**src/rtl/seq_add_inc_engine.sv**
```systemverilog
// Sequenced add-then-increment engine: c = a + b + N, occupying N+2 cycles; start ignored while busy (no queueing).
// SEQ_ADD_SAT_EN selects saturation at the result ceiling; undefined (default) wraps to 0. ovf flags either case.
module seq_add_inc_engine #(
    parameter int WIDTH = 4,
    parameter int INC_W = 4
) (
    input  logic             clk,
    input  logic             rst_n,
    input  logic             i_start,
    input  logic [WIDTH-1:0] i_a,
    input  logic [WIDTH-1:0] i_b,
    input  logic [INC_W-1:0] i_inc_n,
    output logic             o_busy,
    output logic             o_done,
    output logic [WIDTH:0]   o_c,
    output logic             o_ovf
);

    typedef enum logic [1:0] {
        S_IDLE = 2'd0,
        S_ADD  = 2'd1,
        S_INC  = 2'd2,
        S_DONE = 2'd3
    } state_t;

    state_t           r_state;
    state_t           w_state_nxt;
    logic [WIDTH-1:0] r_a;
    logic [WIDTH-1:0] r_b;
    logic [INC_W-1:0] r_cnt;
    logic [WIDTH:0]   r_c;
    logic             r_ovf;
    logic             w_c_ceil;
    logic [WIDTH:0]   w_c_ceil_val;

    assign w_c_ceil = &r_c;

    // Value written when an increment lands on an all-ones result.
`ifdef SEQ_ADD_SAT_EN
    assign w_c_ceil_val = {(WIDTH+1){1'b1}};
`else
    assign w_c_ceil_val = '0;
`endif

    always_ff @(posedge clk or negedge rst_n) begin
        if (!rst_n) begin
            r_state <= S_IDLE;
        end else begin
            r_state <= w_state_nxt;
        end
    end

    always_comb begin
        w_state_nxt = r_state;
        case (r_state)
            S_IDLE: if (i_start) w_state_nxt = S_ADD;
            S_ADD:  w_state_nxt = (r_cnt != '0) ? S_INC : S_DONE;
            S_INC:  if (r_cnt == INC_W'(1)) w_state_nxt = S_DONE;
            S_DONE: w_state_nxt = S_IDLE;
            default: w_state_nxt = S_IDLE;
        endcase
    end

    always_ff @(posedge clk or negedge rst_n) begin
        if (!rst_n) begin
            r_a   <= '0;
            r_b   <= '0;
            r_cnt <= '0;
            r_c   <= '0;
            r_ovf <= 1'b0;
        end else begin
            case (r_state)
                S_IDLE: begin
                    if (i_start) begin
                        r_a   <= i_a;
                        r_b   <= i_b;
                        r_cnt <= i_inc_n;
                        r_c   <= '0;
                        r_ovf <= 1'b0;
                    end
                end
                S_ADD: begin
                    r_c <= {1'b0, r_a} + {1'b0, r_b};
                end
                S_INC: begin
                    r_cnt <= r_cnt - INC_W'(1);
                    if (w_c_ceil) begin
                        r_c   <= w_c_ceil_val;
                        r_ovf <= 1'b1;
                    end else begin
                        r_c <= r_c + (WIDTH+1)'(1);
                    end
                end
                default: ;
            endcase
        end
    end

    assign o_busy = (r_state != S_IDLE);
    assign o_done = (r_state == S_DONE);
    assign o_c    = r_c;
    assign o_ovf  = r_ovf;

endmodule

```
**config.mk**
```make
export PLATFORM = sky130hd
export DESIGN_NAME = seq_add_inc_engine
export DESIGN_NICKNAME = d
export VERILOG_FILES = /design/src/rtl/seq_add_inc_engine.sv
export SDC_FILE = /design/constraint.sdc
export NUM_CORES = 1
export LEC_CHECK = 0
export ABC_CLOCK_PERIOD_IN_PS = 1850
export CAP_MARGIN = 10
export CORE_MARGIN = 4
export CORE_UTILIZATION = 46
export CTS_CLUSTER_DIAMETER = 30
export DETAILED_ROUTE_END_ITERATION = 8
export PLACE_DENSITY = 0.71
export SLEW_MARGIN = 25
export SYNTH_ARGS = -nofsm -noshare
export SYNTH_HDL_FRONTEND = slang
export SYNTH_SLANG_ARGS = --single-unit
```
**constraint.sdc**
```tcl
create_clock -name clk -period 1.85 [get_ports clk]
set_input_delay 0.37 -clock clk [delete_from_list [all_inputs] [get_ports clk]]
set_output_delay 0.37 -clock clk [all_outputs]
set_load 0.02 [all_outputs]
```
==> impl_summary.txt <==
----------------------------------------------------
[Setup path]
  Biggest fanout along the worst timing path ... 2
  Nature of the critical path endpoint ... register
  Data required time at the worst endpoint ... 2040 ps
  Arrival time of the worst setup path ... 1930 ps
  Setup slack of the worst register-to-register path ... 100 ps
  Worst setup path start ... r_a[0]$_DFFE_PN0P_
  Worst reg2reg path startpoint ... r_a[0]$_DFFE_PN0P_
  Element type at the critical path start ... register
  Class of the most critical setup path ... reg -> reg

[Clock network]
  Clock Path Buffers ... 2
  Total CTS buffers ... 3
  Root Buffer ... clkbuf_4
  CTS Sinks ... 20
  Post-CTS repair timing setup buffer count ... 0
  Clk slew on worst S/H paths ... 110 ps
  Number of hold buffers added after CTS ... 0
  H-Tree Level Count ... 1
  Clock network latency to the later pin of the worst-skew pair ... 300 ps
  CTS tree ... yes

[Synth]
  Area contributors post-synth ... dfrtp_1 39%, ha_1 15%, mux2_2 7.0%
  Number of distinct standard cells referenced by the synthesized netlist ... 39
  Post-synth top flop ... dfrtp_1
  Top cell types by occurrence after synthesis ... 20 x dfrtp_1, 15 x ha_1, 10 x o21ai_0, 8 x a21oi_1, 8 x mux2_2
  Sequential share of the synthesized area ... 0.389
  Syn Nets ... 154
  Total number of yosys warnings ... 0
  Dominant cell by count in the synthesized netlist ... dfrtp_1
  Synthesized area divided by synthesized cell count ... 10.5 sq um
  Largest area contributor in the synthesized netlist ... dfrtp_1
  Yosys top cell area share ... 0.389
  Number of synthesized register bits ... 20
  Async set or reset register ratio after synthesis ... 1.00
  Number of standard cells after synthesis ... 123
  Synthesized cell area ... 1290 sq um
  Number of enable-type register cells in the synthesized netlist ... 0

[Finish]
  N_diodes ... 0
  Area Growth Syn to Fin ... 28.6%
  Nets@finish ... 187
  FILL cells ... 226
  Fraction of final layout cells with drive strength greater than 1 ... 0.200
  Non-filler instance count after layout ... 185

[Floorplanning]
  Initial core utilization ... 0.501
  Row count ... 18
  Overall die area ... 3710 sq um
  I/O pin count ... 23
  Core outline area ... 2570 sq um
  Chip Width ... 60.9 um
  Die Y-Extent ... 60.9 um

[STA]
  FMAX ... 573 MHz
  Worst clock skew on the final layout ... 2.73 ps
  Final-report setup violation count ... 0
  TNS Setup ... 0 ps
  RSZ-0062 raised after global routing ... false
  Hold Violations, Final ... 0
  Final hold slack ... 394 ps
  Max-slew violation total from the final report ... 0
  Worst relative slew slack ... 0.786
  Final min period ... 1750 ps
  Slew at the pin closest to its max-slew limit ... 319 ps
  Period utilization ... 0.944

[Min path]
  Worst Hold Class ... in -> async

[Drt]
  Post-route DRC ... 0
  Number of search-and-repair iterations in the first detailed-routing pass ... 4
  Average via count per standard cell ... 5.69
  Average wire per cell in the routed design ... 14.7 um
  Post-DRT Antenna Nets ... 0
  Iteration-0 DRC Markers ... 81
  Routed via count ... 1053
  DRT Wirelength ... 2.71 mm

[Power]
  Leakage power ... 0.780 nW
  Power per cell area ... 1780 nW/um^2
  Maximum vdd drop ... 1330 uV
  Total power of the final layout ... 2.94 mW

[GRT]
  First-pass GRT wire length ... 4.51 mm
  Antenna violations before repair ... 0
  Global routing usage summed across all routing layers ... 0.162
  Vias in the first global route ... 1083
  Total grt overflow ... 0
  Maximum number of pins on one net before global-route repair ... 21

[Flow run]
  Total of max-cap violations ... 0

[Placed design]
  Final Wtd Congestion ... 0.940
  Post-DP HPWL ... 2.15 mm
  Count of input and output buffers ... 22
  Number of placed cells counting well taps ... 181

[Status]
  Outcome ... complete, no violations

----------------------------------------------------
where the power goes:
group	switching (mW)	internal [mW]	leakage [nW]	total [mW]
registers	0.175	0.639	0.245	0.814
logic	0.923	0.852	0.507	1.78
clock network	0.137	0.219	0.0279	0.356
total	1.23	1.71	0.780	2.94
logic make-up (layout without fill, tap and decap cells):
family | Yosys count | count (layout) | synth area share
XOR/XNOR | 3 | 3 | 0.0204
buffers and inverters | 11 | 43 | 0.0379
flip-flops | 20 | 20 | 0.389
AND/OR/NAND/NOR | 24 | 24 | 0.102
multiplexers | 8 | 8 | 0.0700
adder cells (fa/ha/maj) | 16 | 16 | 0.161
AO/OA/AOI/OAI | 41 | 41 | 0.219
critical path, cell delays in order, from the launching register on:
cell	delay, ps
dfrtp_1	400
ha_1	220
fa_1	410
a21o_1	180
a21o_1	190
a22oi_1	130
o21ai_0	100
final timing paths:
| path | to | cells after the start |
|---|---|---|
| max | o_c[4]$_DFFE_PN0P_ | 6 |
| min | r_cnt[1]$_DFFE_PN0P_ | 2 |
| max reg2reg | o_c[4]$_DFFE_PN0P_ | 6 |
| min reg2reg | r_b[0]$_DFFE_PN0P_ | 1 |
| max in group asynchronous | o_c[1]$_DFFE_PN0P_ | 2 |
| min in group clk | r_b[0]$_DFFE_PN0P_ | 1 |
through the flow:
stage	setup WS (ps)	instance area, sq um	utilization
6_report	103	1650	0.644
5_1_grt	3.88	1650	0.644
4_1_cts	25.0	1650	0.641
3_5_place_dp	56.9	1600	0.622
3_3_place_gp	142	1600	0.622
2_1_floorplan	150	1290	-
sequential cells by signal (all words and copies together), names as in the netlist:
| name | cells |
|---|---|
| r_a | 4 |
| o_c | 5 |
| r_b | 4 |
| o_ovf | 1 |
| r_state | 2 |
| r_cnt | 4 |
what timing repair did:
item | 4_1_cts | 5_1_grt
resized for setup | 2 | 5
endpoints found under the setup margin | 2 | 3
gates cloned | 0 | 0
placed cells by master, fill, tap and decap left out, types with 2 or more instances in the layout:
| cell | Yosys | final |
|---|---|---|
| a21o_1 | 4 | 4 |
| inv_1 | 6 | 6 |
| mux2_2 | 8 | 8 |
| dfrtp_1 | 20 | 20 |
| clkbuf_4 | 0 | 3 |
| nand2_1 | 5 | 5 |
| a22oi_1 | 3 | 3 |
| a21oi_1 | 8 | 8 |
| clkdlybuf4s50_1 | 0 | 19 |
| buf_4 | 1 | 10 |
| o22ai_1 | 3 | 3 |
| nand3_1 | 7 | 7 |
| and3_1 | 2 | 2 |
| nor2_1 | 2 | 2 |
| o221ai_1 | 2 | 2 |
| o21ai_0 | 10 | 10 |
| ha_1 | 15 | 15 |
| xor2_1 | 2 | 2 |
layer usage:
layer	part of all wire	wire length (um)	global-route usage
met1	0.43	1170	0.183
met2	0.50	1350	0.296
met3	0.058	156	0.0447
met4	0.013	36	0.0495
met5	0	0	0
area by class of cell:
class                           count  area, sq um  share of cell area
Clock buffer                        3         22.5              0.0136
Tap cell                           30         37.5              0.0227
Sequential cell                    20          500               0.303
Timing Repair Buffer               32          292               0.176
Multi-Input combinational cell     92          746               0.451
Inverter                            7         26.3              0.0159
Clock inverter                      1         30.0              0.0182
(Power assumes the default switching activity.)
